[config.mk]
export PLATFORM = sky130hd
export DESIGN_NAME = microcode_sequencer
export DESIGN_NICKNAME = d
export VERILOG_FILES = /design/src/rtl/microcode_sequencer.sv
export SDC_FILE = /design/constraint.sdc
export NUM_CORES = 1
export LEC_CHECK = 0
export CORE_ASPECT_RATIO = 2
export CORE_UTILIZATION = 46
export CTS_CLUSTER_DIAMETER = 40
export DETAILED_ROUTE_END_ITERATION = 8
export PLACE_DENSITY = 0.8
export RECOVER_POWER = 25
export SYNTH_ARGS = -nofsm -noshare
export SYNTH_HDL_FRONTEND = slang
export SYNTH_SLANG_ARGS = --single-unit
export TNS_END_PERCENT = 5
[constraint.sdc]
create_clock -name clk -period 2.7 [get_ports clk]
set_input_delay 0.405 -clock clk [delete_from_list [all_inputs] [get_ports clk]]
set_output_delay 0.405 -clock clk [all_outputs]
set_load 0.02 [all_outputs]
[src/rtl/microcode_sequencer.sv]
// Microcode sequencer for the 8-bit bus CPU: T-state tracking, opcode decode,
// latched ALU flags, run/single-step gating, sticky halt and retired-instruction count.
module microcode_sequencer #(
  parameter int CNT_WIDTH = 8
) (
  input  logic                 clk,
  input  logic                 rst,
  input  logic                 run,
  input  logic                 step,
  input  logic [3:0]           instruction,
  input  logic                 carry_in,
  input  logic                 zero_in,
  output logic [14:0]          ctrlwrd,
  output logic                 fi,
  output logic [2:0]           stage,
  output logic                 carry_flag,
  output logic                 zero_flag,
  output logic                 halted,
  output logic [CNT_WIDTH-1:0] instr_count
);

  typedef enum logic [2:0] {
    T0 = 3'd0,
    T1 = 3'd1,
    T2 = 3'd2,
    T3 = 3'd3,
    T4 = 3'd4
  } stage_t;

  localparam logic [14:0] HLT = 15'h4000;
  localparam logic [14:0] MI  = 15'h2000;
  localparam logic [14:0] RI  = 15'h1000;
  localparam logic [14:0] RO  = 15'h0800;
  localparam logic [14:0] IO  = 15'h0400;
  localparam logic [14:0] II  = 15'h0200;
  localparam logic [14:0] AI  = 15'h0100;
  localparam logic [14:0] AO  = 15'h0080;
  localparam logic [14:0] SO  = 15'h0040;
  localparam logic [14:0] SU  = 15'h0020;
  localparam logic [14:0] BI  = 15'h0010;
  localparam logic [14:0] OI  = 15'h0008;
  localparam logic [14:0] CE  = 15'h0004;
  localparam logic [14:0] CO  = 15'h0002;
  localparam logic [14:0] J   = 15'h0001;

  localparam logic [3:0] OP_HLT = 4'hF;

  stage_t                 stage_reg;
  logic                   step_q_reg;
  logic                   carry_reg;
  logic                   zero_reg;
  logic                   halted_reg;
  logic [CNT_WIDTH-1:0]   count_reg;

  stage_t                 last_stage;
  logic [14:0]            word;
  logic                   fi_w;
  logic                   advance;

  always_comb begin
    case (instruction)
      4'h1, 4'h4:                         last_stage = T3;
      4'h2, 4'h3:                         last_stage = T4;
      4'h5, 4'h6, 4'h7, 4'h8, 4'h9, 4'hF: last_stage = T2;
      default:                            last_stage = T1;
    endcase
  end

  // Decode is gated by rst so the bus is quiet for the whole reset pulse.
  always_comb begin
    word = '0;
    fi_w = 1'b0;
    if (!rst) begin
      if (halted_reg) begin
        word = HLT;
      end else begin
        case (stage_reg)
          T0: word = MI | CO;
          T1: word = RO | II | CE;
          T2: begin
            case (instruction)
              4'h1, 4'h2, 4'h3, 4'h4: word = MI | IO;
              4'h5:                   word = AO | OI;
              4'h6:                   word = IO | J;
              4'h7:                   word = IO | AI;
              4'h8:                   word = carry_reg ? (IO | J) : '0;
              4'h9:                   word = zero_reg  ? (IO | J) : '0;
              OP_HLT:                 word = HLT;
              default:                word = '0;
            endcase
          end
          T3: begin
            case (instruction)
              4'h1:       word = RO | AI;
              4'h2, 4'h3: word = RO | BI;
              4'h4:       word = AO | RI;
              default:    word = '0;
            endcase
          end
          T4: begin
            if (instruction == 4'h2) begin
              word = SO | AI;
              fi_w = 1'b1;
            end else if (instruction == 4'h3) begin
              word = SO | AI | SU;
              fi_w = 1'b1;
            end
          end
          default: word = '0;
        endcase
      end
    end
  end

  assign advance = ~halted_reg & (run | (step & ~step_q_reg));

  always_ff @(posedge clk or posedge rst) begin
    if (rst) begin
      stage_reg  <= T0;
      step_q_reg <= 1'b0;
      carry_reg  <= 1'b0;
      zero_reg   <= 1'b0;
      halted_reg <= 1'b0;
      count_reg  <= '0;
    end else begin
      step_q_reg <= step;
      if (advance) begin
        if (fi_w) begin
          carry_reg <= carry_in;
          zero_reg  <= zero_in;
        end
        // HLT parks in T2 and is never counted as retired.
        if (instruction == OP_HLT && stage_reg == T2) begin
          halted_reg <= 1'b1;
        end else if (stage_reg == last_stage) begin
          stage_reg <= T0;
          count_reg <= count_reg + 1'b1;
        end else begin
          stage_reg <= stage_t'(stage_reg + 3'd1);
        end
      end
    end
  end

  assign ctrlwrd     = word;
  assign fi          = fi_w;
  assign stage       = stage_reg;
  assign carry_flag  = carry_reg;
  assign zero_flag   = zero_reg;
  assign halted      = halted_reg;
  assign instr_count = count_reg;

endmodule

### Yosys cells after proc, flatten, opt, wreduce, memory -nomap -nowiden

Memories as Yosys holds them, arrays and structs flattened.
Index checks and enable logic that the tools add are counted.

* register bits: 15
* bits in read-only memories: 48
* input port bits: 10
* output and inout bits: 30
* memories kept: 1

* add/sub/neg operators: 2
* equal/unequal tests: 15
* muxes and demuxes: 15
* bitwise logic cells: 6
* reductions and logical operators: 8

Memories
* (no name shown): words 16, bits a word 3, read ports 1, clocked after Yosys merged registers in 0, write ports 0, RTL line 61 `case (instruction)`

Operators by type and width (count)
* $pmux 15 s7: 1
* $pmux 15 s5: 1
* $pmux 13 s3: 1
* $mux 15: 2
* $mux 11: 2
* $mux 9: 2
* $eq 4x3->1 const B: 4
* $eq 4x4->1 const B: 3
* $add 8x1->8 const B: 1
* $eq 4x2->1 const B: 2
* $eq 3x2->1 const B: 2
* $reduce_and 2->1: 3
* $mux 1: 5
* $eq 4x1->1 const B: 1
* $reduce_or 4->1: 1
* $add 3x1->3 const B: 1
* $eq 3x1->1 const B: 1
* $eq 3x3->1: 1
* $eq 3x3->1 const B: 1
* $logic_not 3->1: 1
* $mux 3: 1
* $not 1->1: 3
* $reduce_and 3->1: 1
* $and 1x1->1: 2
* other kinds (3): 3

### Depth between registers and ports, before layout

Gate-level depths: netlist of the first run.

* depth in word-level cells: 7
* gate-level depth with buffers: 9

### Worst setup path before layout of the first run

Ideal clock, no wire load.

* kind: register to output
* from: reg stage_reg[1], in the netlist stage[1]
* to: out ctrlwrd[8]
* arrival time: 2304 ps
* required time: 2295 ps
* slack: -9 ps
* cell stages (with the launch flop): 7
* buffers on the path: 0
* cell sequence: dfrtp_1 -> ha_1 -> ha_1 -> nand2_1 -> nor2_1 -> a311oi_1 -> a2111oi_0

* longest elaborated chain between the ends: 4

Ends and longest elaborated chain
* start, declared: RTL line 48 `stage_t stage_reg;`
* start signal, assigned: RTL line 139 `stage_reg <= stage_t'(stage_reg + 3'd1);`
* $eq 3x3->1, or another cell as far along: RTL line 77 `case (stage_reg)`
* $pmux 15 s5 *: RTL line 77
* $mux 15 *: RTL line 74 `if (halted_reg) begin`
* $mux 15 *: RTL line 73 `if (!rst) begin`
* end, declared: RTL line 13 `output logic [14:0] ctrlwrd,`

Every way passes the cells marked *; elsewhere a longest branch is shown, timed or not.

### Final worst setup path of the first run

* from: in instruction[0]
* to: out ctrlwrd[10]

* longest elaborated chain between the ends: 6

Ends and longest elaborated chain
* start, declared: RTL line 10 `input logic [3:0] instruction,`
* $eq 4x2->1, or another cell as far along: RTL line 81, 101
* $reduce_or 4->1: RTL line 81 `case (instruction)`
* $pmux 15 s7 *: RTL line 81
* $pmux 15 s5 *: RTL line 77
* $mux 15 *: RTL line 74
* $mux 15 *: RTL line 73

Marks and branches as above.

==> results of run 1 <==
cells in the mapped netlist (all sizes together), types with 2 or more instances:
master,count
xnor2,2
nand3,6
nand2,11
mux2,3
a21oi,4
and3,2
inv,9
nor3,3
mux2i,2
o21ai,9
buf,9
ha,6
dfrtp,15
o21bai,3
xor2,7
or3,2
nor4,8
nand4,2
and2,3
nor2,13
power breakdown:
group | internal, mW | switching [mW]
registers | 0.302 | 0.0982
clock network | 0.104 | 0.0736
logic | 0.429 | 0.522
final cells by class:
type | count | area [um2] | share of cell area, %
Tap cell | 28 | 35.03 | 1.942
Sequential cell | 15 | 375.4 | 20.80
Multi-Input combinational cell | 102 | 754.5 | 41.82
Timing Repair Buffer | 60 | 560.5 | 31.07
Clock buffer | 4 | 45.04 | 2.497
Inverter | 9 | 33.78 | 1.872
routing by layer:
layer	up-vias	wire [um]	track usage, %
met1	586	1227	23.85
li1	589	-	-
met4	0	131	13.89
met3	11	98	1.791
met5	-	0	0
met2	37	2075	54.24
through the flow:
step / util (%) / cell area, um2
2_1_floorplan: - / 1212
3_3_place_gp: 68.74 / 1744
3_5_place_dp: 68.74 / 1744
4_1_cts: 70.41 / 1787
5_1_grt: 71.10 / 1804
6_report: 71.10 / 1804
critical path: cells and delay by family:
family | cells | cell delay, ns
buffers and inverters | 3 | 1.27
AOI/OAI and AO/OA | 1 | 0.19
and+or+nand+nor | 2 | 0.42
layout by cell type (no fill, tap or decap), drive strengths merged, types with 2 or more instances in the layout:
cell type and n:
mux2i 2, xor2 7, nand2 11, a21oi 4, or3 2, nand4 2
nor4 8, clkbuf 5, mux2 3, nand3 6, and2 3, nor3 3
dfrtp 15, o21ai 9, nor2 13, clkdlybuf4s50 30, and3 2, dlymetal6s2s 6
xnor2 2, ha 6, inv 9, dlygate4sd2 2, buf 20, o21bai 3
final timing paths:
check	to	cells after the start
worst max-delay path	ctrlwrd[10]	6
worst min-delay path	instr_count[7]$_DFFE_PP0P_	1
worst max register to register	instr_count[3]$_DFFE_PP0P_	9
worst min register to register	instr_count[7]$_DFFE_PP0P_	1
max in group asynchronous	carry_flag$_DFFE_PP0P_	3
min in group asynchronous	instr_count[4]$_DFFE_PP0P_	3
kinds of logic after synthesis:
kind of cell | count (synthesis)
buffers and inverters | 18
multiplexers | 5
adder cells (fa/ha/maj) | 6
flip-flops | 15
AND/OR/NAND/NOR | 56
AO/OA/AOI/OAI | 26
XOR/XNOR | 9
==> implementation parameters, run 1 <==
Parameter                              Value

Route
  Detailed-routing iteration count for the pre-antenna-repair pass ... 4
  Initial detailed-routing violation count ... 28
  Number of vias after detailed routing ... about 1200
  DRC errors left ... 0
  Post-detailed-route via-to-cell ratio ... 5.610
  WL/cell ... 16.21 um
  Post-route ant nets ... 0
  WL final ... 3.533 mm

Finish
  Fill count ... 202
  Relative area change from synthesis to final layout ... 48.97%
  Max reg flops ... 8
  Number of antenna diodes ... 0
  Share of post-route cells with drive strength above 1 ... 20.53%
  Net total in the final layout ... 207
  Final cell count without fillers ... 218

Synthesis
  Mean instance size in the synthesized netlist ... 8.972 um2
  Primary FF master, synth ... sky130_fd_sc_hd__dfrtp_1
  Synth unique cells ... 46
  Sequential element share of the synthesized area ... 30.99%
  Cell count after synthesis ... approximately 140
  Adder-Cell Fraction of Synth Area ... under 10%
  Post-synthesis compound-gate area fraction ... between 15 and 20%
  Area fraction of the dominant cell type after synthesis ... 30.99%
  Syn_nets ... 151
  Synthesis Warnings ... 0
  Asr flop ratio synth ... 100.0%
  Biggest area contributors in the synthesized netlist ... sky130_fd_sc_hd__dfrtp_1, sky130_fd_sc_hd__ha_1, sky130_fd_sc_hd__nor4_2
  Mux share of post-synthesis cell area ... 4.442%
  Yosys top cell by area ... sky130_fd_sc_hd__dfrtp_1
  Main combinational cell family by area after synthesis ... simple AND/OR/NAND/NOR gates
  Post-synthesis share of cell area spent on and, or, nand and nor gates ... between 20% and 30%
  Mapped Area ... between 1000 and 1500 um2
  Synthesized flop and latch total ... 15
  Xor and xnor fraction of the mapped netlist area ... 7.128%
  Number of enable flip-flop cells after synthesis ... 0

Pwr
  Reported leakage power ... approximately 0.89 nW
  Power per standard cell area ... 847.6 nW/um2
  Overall power of the completed layout ... 1.529 mW
  Worst-case vdd ir drop ... 0.6851 mV

Floorplanning
  Area enclosed by the die boundary ... between 2000 and 3000 um2
  Die span in y ... roughly 75 um
  Number of top-level design ports ... 40
  Initial standard-cell utilization of the core ... between 40% and 50%
  Die width ... 38.29 um
  Cell row count ... 26
  Area of the core ... about 2500 um2

STA
  Worst hold slack after final layout ... 0.4698 ns
  Setup TNS ... 0 ns
  Maximum clock frequency ... 370.4 MHz
  Max-Slew Margin vs Limit ... 62.38%
  Period utilization ... 100.0%
  Min setup slack post-route ... roughly 0.000074 ns
  Actual slew at the worst max-slew pin ... 0.5637 ns
  Unrepaired setup endpoints after global routing ... yes
  Number of max-slew violations in the final report ... 0
  Clock Skews ... 0.0009721 ns
  Time the worst path needs with I/O delays and setup ... 2.700 ns
  Hold violation count in the final report ... 0
  Setup violation total in the final timing report ... 0

CTS
  Number of buffers inserted during clock tree synthesis ... 3
  Clock tree sinks ... 15
  Number of hold-repair buffers added at the cts stage ... 0
  Clk_lat worst skew ... 0.24 ns
  Reg clk slew, reported paths ... 0.06 ns
  # H-tree levels ... 1
  Buffer cell driving the clock tree root ... sky130_fd_sc_hd__clkbuf_8
  # Post-CTS Setup Buffers ... 0
  Quantity of gates resized following cts ... 2
  Maximum clock insertion buffer count ... 2
  TritonCTS clock tree ... done

Worst setup path
  Delay of the slowest critical-path stage ... 0.53 ns
  Sort of element at the end of the critical path ... primary output
  Timing startpoint of the critical path ... instruction[0]
  Setup slack of the worst register-to-register path ... 0.45 ns
  Category of the critical setup timing path ... primary input to primary output
  RR Startpoint ... stage[0]$_DFFE_PP0P_
  Cell-by-cell listing of the critical path ... clkdlybuf4s50_1 > buf_4 > or3_4 > a21oi_1 > nor2_1 > clkdlybuf4s50_1
  Critical path arrival ... approximately 2.3 ns
  Max stage delay cell, worst path ... sky130_fd_sc_hd__clkdlybuf4s50_1
  Required time of the worst setup path ... roughly 2.3 ns
  Startpoint type of the worst setup path ... primary input
  Largest fanout on the critical path ... 8
  Critical Path Most Common Cell ... sky130_fd_sc_hd__clkdlybuf4s50_1

Placement
  Post-placement setup slack ... between 0.01 and 0.015 ns
  Routability-driven placement congestion ratio ... 0.7553
  Port-buffer cells ... 39
  Placed Cells incl. Taps ... ~210
  Detailed placer's ending HPWL ... 2.802 mm

Run
  Total of max-cap violations ... 0

Global route
  Number of antenna violations at the first check in global routing ... 0
  First-pass GRT wire length ... 5.333 mm
  Total congestion overflow ... 0
  Vias in the first global route ... between 1000 and 1500
  Largest net degree at the start of global routing ... 16
  Overall fraction of global-route tracks in use ... 26.87%

Worst hold path
  Path category of the worst min-delay check ... register to register
  Beginning of the worst hold path ... instr_count[7]$_DFFE_PP0P_

Status
  Outcome ... complete, no violations
Note: power is estimated with default switching activity, not from simulation.
==> inputs of run 2 (changes only) <==
Settings changed: CORE_UTILIZATION 46 to 35, PLACE_DENSITY 0.8 to default.
==> run 2 against run 1 <==
The flow now finishes with violations (DRC). Cell count is 0.46% higher. Sequential power hardly changed. Combinational power grew 1%. Critical path depth rose by 1. Clock-buffer cell count did not move. Sequential share of layout area increased by 0.15 points. Clock power is 2% lower.
==> implementation parameters, run 2 (synthesis gave the netlist of run 1 again) <==
Parameter                              Value

Status
  Outcome ... complete, but fails checks
  Violations in the final reports ... DRC

STA
  Actual slew at the worst max-slew pin ... between 0.5 and 0.6 ns
  Clock Skews ... 0.001399 ns
  Number of max-slew violations in the final report ... 0
  Maximum clock frequency ... between 300 and 400 MHz
  Worst hold slack after final layout ... 0.4885 ns
  Setup TNS ... 0 ns
  Min setup slack post-route ... approximately 0.12 ns
  Period utilization ... 95.51%
  Max-Slew Margin vs Limit ... 61.11%
  Time the worst path needs with I/O delays and setup ... 2.579 ns
  Setup violation total in the final timing report ... 0
  Unrepaired setup endpoints after global routing ... no
  Hold violation count in the final report ... 0

CTS
  Number of buffers inserted during clock tree synthesis ... 3
  # H-tree levels ... 1
  Clock tree sinks ... 15
  Number of hold-repair buffers added at the cts stage ... 0
  Reg clk slew, reported paths ... approximately 0.060 ns
  Maximum clock insertion buffer count ... 2
  Buffer cell driving the clock tree root ... sky130_fd_sc_hd__clkbuf_8
  TritonCTS clock tree ... done
  Clk_lat worst skew ... 0.24 ns

Floorplanning
  Die width ... 43.60 um
  Area of the core ... 3229 um2
  Die span in y ... 85.19 um
  Area enclosed by the die boundary ... between 3000 and 4000 um2
  Initial standard-cell utilization of the core ... 37.50%
  Cell row count ... 29
  Number of top-level design ports ... 40

Finish
  Final cell count without fillers ... roughly 220
  Relative area change from synthesis to final layout ... 47.93%
  Net total in the final layout ... 205
  Leading cell types in the layout, fill and taps excluded ... sky130_fd_sc_hd__clkdlybuf4s50_1, sky130_fd_sc_hd__buf_4, sky130_fd_sc_hd__dfrtp_1
  Number of antenna diodes ... 0
  Share of post-route cells with drive strength above 1 ... 20.21%
  Final cell utilization of the core ... 55.48%
  Final design instance area without fill ... ~1800 um2
  Leading cell type in the layout, fill and taps excluded ... sky130_fd_sc_hd__clkdlybuf4s50_1
  Max reg flops ... 8

Route
  Post-route ant nets ... 0
  DRC errors left ... 4
  WL/cell ... 14.99 um
  Initial detailed-routing violation count ... 19
  Post-detailed-route via-to-cell ratio ... 5.475
  Number of vias after detailed routing ... 1199
  Detailed-routing iteration count for the pre-antenna-repair pass ... 6
  WL final ... 3.283 mm

Global route
  Number of antenna violations at the first check in global routing ... 0
  First-pass GRT wire length ... 5.382 mm
  Vias in the first global route ... 1189
  Total congestion overflow ... 0
  Overall fraction of global-route tracks in use ... between 10% and 20%
  Largest net degree at the start of global routing ... 16

Run
  Total of max-cap violations ... 0

Placement
  Post-placement setup slack ... -0.01896 ns
  Placed Cells incl. Taps ... 215
  Routability-driven placement congestion ratio ... 0.8660
  Placed cell areas ... 1745 um2
  Detailed placer's ending HPWL ... ~2.7 mm
  Port-buffer cells ... 39

Worst setup path
  Delay of the slowest critical-path stage ... between 0.6 and 0.7 ns
  Kind of cell with the highest combined delay on the critical path ... buffers and inverters
  Category of the critical setup timing path ... primary input to primary output
  Crit path buf inv count ... 4
  Sort of element at the end of the critical path ... primary output
  Largest fanout on the critical path ... 5
  Cell-by-cell listing of the critical path ... clkdlybuf4s50_1 > buf_4 > nor2_1 > nand2_1 > buf_4 > nor2_1 > clkdlybuf4s50_1
  Critical path arrival ... between 2 and 2.5 ns
  Required time of the worst setup path ... 2.30 ns
  Startpoint type of the worst setup path ... primary input
  Max stage delay cell, worst path ... sky130_fd_sc_hd__clkdlybuf4s50_1

Pwr
  Power per standard cell area ... 856.1 nW/um2
  Switching power ... 0.6806 mW
  Combinational share of power ... 62.7%
  Reported leakage power ... 0.8445 nW
  Clock Power Share ... 11.3%
  Overall power of the completed layout ... about 1.5 mW
  Net switching share of the total power ... 44.37%
  Worst-case vdd ir drop ... 0.6409 mV
  Sequential fraction of design power ... 26.0%
  Internal power of the cells ... 0.8532 mW

Worst hold path
  Path category of the worst min-delay check ... register to register
==> run 2: cell count changes in the layout (fill, tap and decap cells not counted), sizes merged <==
| cell | delta |
|---|---|
| dlymetal6s2s | -3 |
| clkdlybuf4s50 | +1 |
| dlygate4sd2 | +1 |
| buf | -1 |
==> run 2: area by class of cell <==
cell class	instances	area, um2
clock buffers	4	45.04
fillers	310	1438
inverters	9	33.78
multi-input cells	102	754.5
flip-flops and latches	15	375.4
well taps	31	38.79
repair buffers	58	544.3
==> run 2: what timing repair did <==
action                     in CTS  in global routing
setup endpoints to repair       4                  4
buffers inserted                0                  0
pin swaps                       0                  0
resized for setup               5                  6
==> run 2: worst register-to-register path, cell delays in order (launching register included) <==
cell and delay (ns):
sky130_fd_sc_hd__dfrtp_1 0.41, sky130_fd_sc_hd__inv_1 0.08, sky130_fd_sc_hd__ha_1 0.22, sky130_fd_sc_hd__nor2b_1 0.17, sky130_fd_sc_hd__nand3_1 0.12, sky130_fd_sc_hd__nor2_2 0.07
sky130_fd_sc_hd__or3_1 0.44, sky130_fd_sc_hd__buf_4 0.22, sky130_fd_sc_hd__nor4_2 0.24, sky130_fd_sc_hd__xor2_1 0.17
==> run 2: power by group through the flow <==
stage               clock, mW  combinational [mW]  sequential (mW)
floorplan                   0               0.450            0.487
global placement            0               0.961            0.401
detailed placement          0               0.971            0.401
CTS                     0.184               0.969            0.400
global route            0.191                1.03            0.414
finish                  0.174               0.962            0.398
==> run 2: per-layer routing <==
metal / share of wire [%] / wire [um] / track usage, %
met1: 35 / 1158 / 19.35
met2: 58 / 1891 / 35.55
met3: 3.7 / 121 / 1.277
met4: 3.4 / 112 / 9.659
met5: 0 / 0 / 0
==> run 2: final timing paths <==
kind,slack (ns),end,from,cells past startpoint
hold reg to reg,0.49,instr_count[3]$_DFFE_PP0P_,instr_count[3]$_DFFE_PP0P_,1
setup / recovery,0.12,ctrlwrd[4],instruction[3],7
setup reg to reg,0.47,instr_count[4]$_DFFE_PP0P_,stage[0]$_DFFE_PP0P_,9
max in group asynchronous,1.72,instr_count[4]$_DFFE_PP0P_,rst,2
hold / removal,0.49,instr_count[3]$_DFFE_PP0P_,instr_count[3]$_DFFE_PP0P_,1
min in group asynchronous,0.60,carry_flag$_DFFE_PP0P_,rst,2
==> inputs of run 3 (changes only) <==
Settings changed: PLACE_DENSITY from default to 0.72.
==> run 3 against run 2 <==
The flow still finishes with violations (DRC). Combinational power fell by 4.2%. Hold slack lost 0.016 ns. Cell count rose by 0.46%. Non-clock buffer count rose by 1. Sequential cell count did not move. Critical path depth stayed put. Total power down 1.4%. Highest routed layer unchanged.
==> implementation parameters, run 3 (synthesis gave the netlist of run 1 again) <==
Parameter                              Value

CTS
  Reg clk slew, reported paths ... 0.06 ns
  Buffer cell driving the clock tree root ... sky130_fd_sc_hd__clkbuf_8
  Clock tree sinks ... 15
  Number of hold-repair buffers added at the cts stage ... 0
  Clk_lat worst skew ... between 0.2 and 0.3 ns
  # H-tree levels ... 1
  Maximum clock insertion buffer count ... 2
  TritonCTS clock tree ... done
  Number of buffers inserted during clock tree synthesis ... 3

Status
  Violations in the final reports ... DRC
  Outcome ... complete, but fails checks

Run
  Total of max-cap violations ... 0

Worst hold path
  Worst hold path stage count ... 1
  Worst Hold Path EP ... instr_count[7]$_DFFE_PP0P_
  Path category of the worst min-delay check ... register to register
  Beginning of the worst hold path ... instr_count[7]$_DFFE_PP0P_

Worst setup path
  Sort of element at the end of the critical path ... primary output
  Cells on worst reg2reg path ... 9
  Capturing point of the worst reg2reg path ... instr_count[3]$_DFFE_PP0P_
  Critical path arrival ... 2.15 ns
  Required time of the worst setup path ... 2.30 ns
  Setup slack of the worst register-to-register path ... 0.41 ns
  Largest fanout on the critical path ... 5
  Startpoint type of the worst setup path ... primary input
  RR Startpoint ... stage[0]$_DFFE_PP0P_
  Category of the critical setup timing path ... primary input to primary output

Global route
  Overall fraction of global-route tracks in use ... 19.68%
  First-pass GRT wire length ... 5.582 mm
  Total congestion overflow ... 0
  Vias in the first global route ... 1208
  Number of antenna violations at the first check in global routing ... 0
  Largest net degree at the start of global routing ... 16

STA
  Actual slew at the worst max-slew pin ... 0.5752 ns
  Unrepaired setup endpoints after global routing ... no
  Time the worst path needs with I/O delays and setup ... around 2.6 ns
  Max-Slew Margin vs Limit ... 61.61%
  Clock Skews ... between 0.0015 and 0.002 ns
  Worst hold slack after final layout ... 0.4721 ns
  Maximum clock frequency ... 391.6 MHz
  Period utilization ... 94.59%
  Hold violation count in the final report ... 0
  Setup violation total in the final timing report ... 0
  Number of max-slew violations in the final report ... 0

Finish
  Leading cell type in the layout, fill and taps excluded ... sky130_fd_sc_hd__clkdlybuf4s50_1
  Final cell utilization of the core ... 55.68%
  Net total in the final layout ... 206
  Share of post-route cells with drive strength above 1 ... 20.63%
  Relative area change from synthesis to final layout ... 48.45%
  Final cell count without fillers ... 220
  Number of antenna diodes ... 0
  Fill count ... 295
  Max reg flops ... 8
  Final design instance area without fill ... ~1800 um2
  Leading cell types in the layout, fill and taps excluded ... sky130_fd_sc_hd__clkdlybuf4s50_1, sky130_fd_sc_hd__buf_4, sky130_fd_sc_hd__dfrtp_1

Floorplanning
  Number of top-level design ports ... 40
  Die span in y ... 85.19 um
  Die width ... 43.60 um
  Cell row count ... 29
  Area enclosed by the die boundary ... approximately 3700 um2
  Area of the core ... 3229 um2
  Initial standard-cell utilization of the core ... 37.50%

Pwr
  Reported leakage power ... roughly 0.9 nW
  Overall power of the completed layout ... 1.512 mW
  Worst-case vdd ir drop ... 0.6053 mV
  Power per standard cell area ... 841.1 nW/um2

Placement
  Port-buffer cells ... 39
  Placed Cells incl. Taps ... around 220
  Placed cell areas ... 1740 um2
  Detailed placer's ending HPWL ... 2.700 mm
  Routability-driven placement congestion ratio ... 0.8275

Route
  Post-route ant nets ... 0
  WL/cell ... between 15 and 20 um
  Detailed-routing iteration count for the pre-antenna-repair pass ... 6
  Initial detailed-routing violation count ... 15
  DRC errors left ... 1
  Post-detailed-route via-to-cell ratio ... ~5.4
  WL final ... about 3.4 mm
  Number of vias after detailed routing ... 1179
==> run 3: cell type report <==
type                            count  area (um2)  share of cell area (%)
Clock buffer                        4       45.04                   2.505
Inverter                            9       33.78                   1.879
Multi-Input combinational cell    102       757.0                   42.10
Sequential cell                    15       375.4                   20.88
Tap cell                           31       38.79                   2.157
Timing Repair Buffer               59       548.0                   30.48
==> run 3: power by group <==
group / internal (mW) / switching (mW)
Combinational: 0.422 / 0.500
Sequential: 0.302 / 0.107
Clock: 0.105 / 0.0772
==> run 3: what timing repair did <==
action	in CTS	in global routing
endpoints found under the setup margin	4	8
gates resized for setup	4	7
pin swaps	0	0
cloned	0	0
buffers inserted	0	0
==> run 3: worst max path at each step <==
stage                          from          end  slack (ns)  cells past startpoint
6_report             instruction[3]  ctrlwrd[13]        0.15                      7
5_1_grt        stage[0]$_DFFE_PP0P_   ctrlwrd[8]       0.009                      6
4_1_cts              instruction[0]   ctrlwrd[7]       0.005                      5
3_5_place_dp         instruction[1]   ctrlwrd[0]       -0.03                      6
3_3_place_gp         instruction[1]   ctrlwrd[0]       0.004                      6
2_1_floorplan  stage[1]$_DFFE_PP0P_   ctrlwrd[8]        0.25                      6
==> run 3: critical path, stage by stage <==
cell and delay, ns:
sky130_fd_sc_hd__clkdlybuf4s50_1 0.49, sky130_fd_sc_hd__buf_4 0.19, sky130_fd_sc_hd__inv_1 0.06, sky130_fd_sc_hd__buf_4 0.12, sky130_fd_sc_hd__a31oi_1 0.07, sky130_fd_sc_hd__nor3_1 0.18, sky130_fd_sc_hd__clkdlybuf4s50_1 0.63
==> run 3: routing by layer <==
| layer | wire length (um) | part of all wire, % | track usage (%) |
|---|---|---|---|
| met5 | 0 | 0 | 0 |
| met4 | 66 | 2.0 | 8.239 |
| met3 | 109 | 3.2 | 2.979 |
| met2 | 1989 | 59 | 37.18 |
| met1 | 1207 | 36 | 20.03 |
==> run 3: through the flow <==
stage	setup TNS, ns	setup WS, ns
6_report	0	0.1461
3_5_place_dp	-0.06290	-0.03089
5_1_grt	0	0.009077
2_1_floorplan	0	0.2508
3_3_place_gp	0	0.003829
4_1_cts	0	0.005479
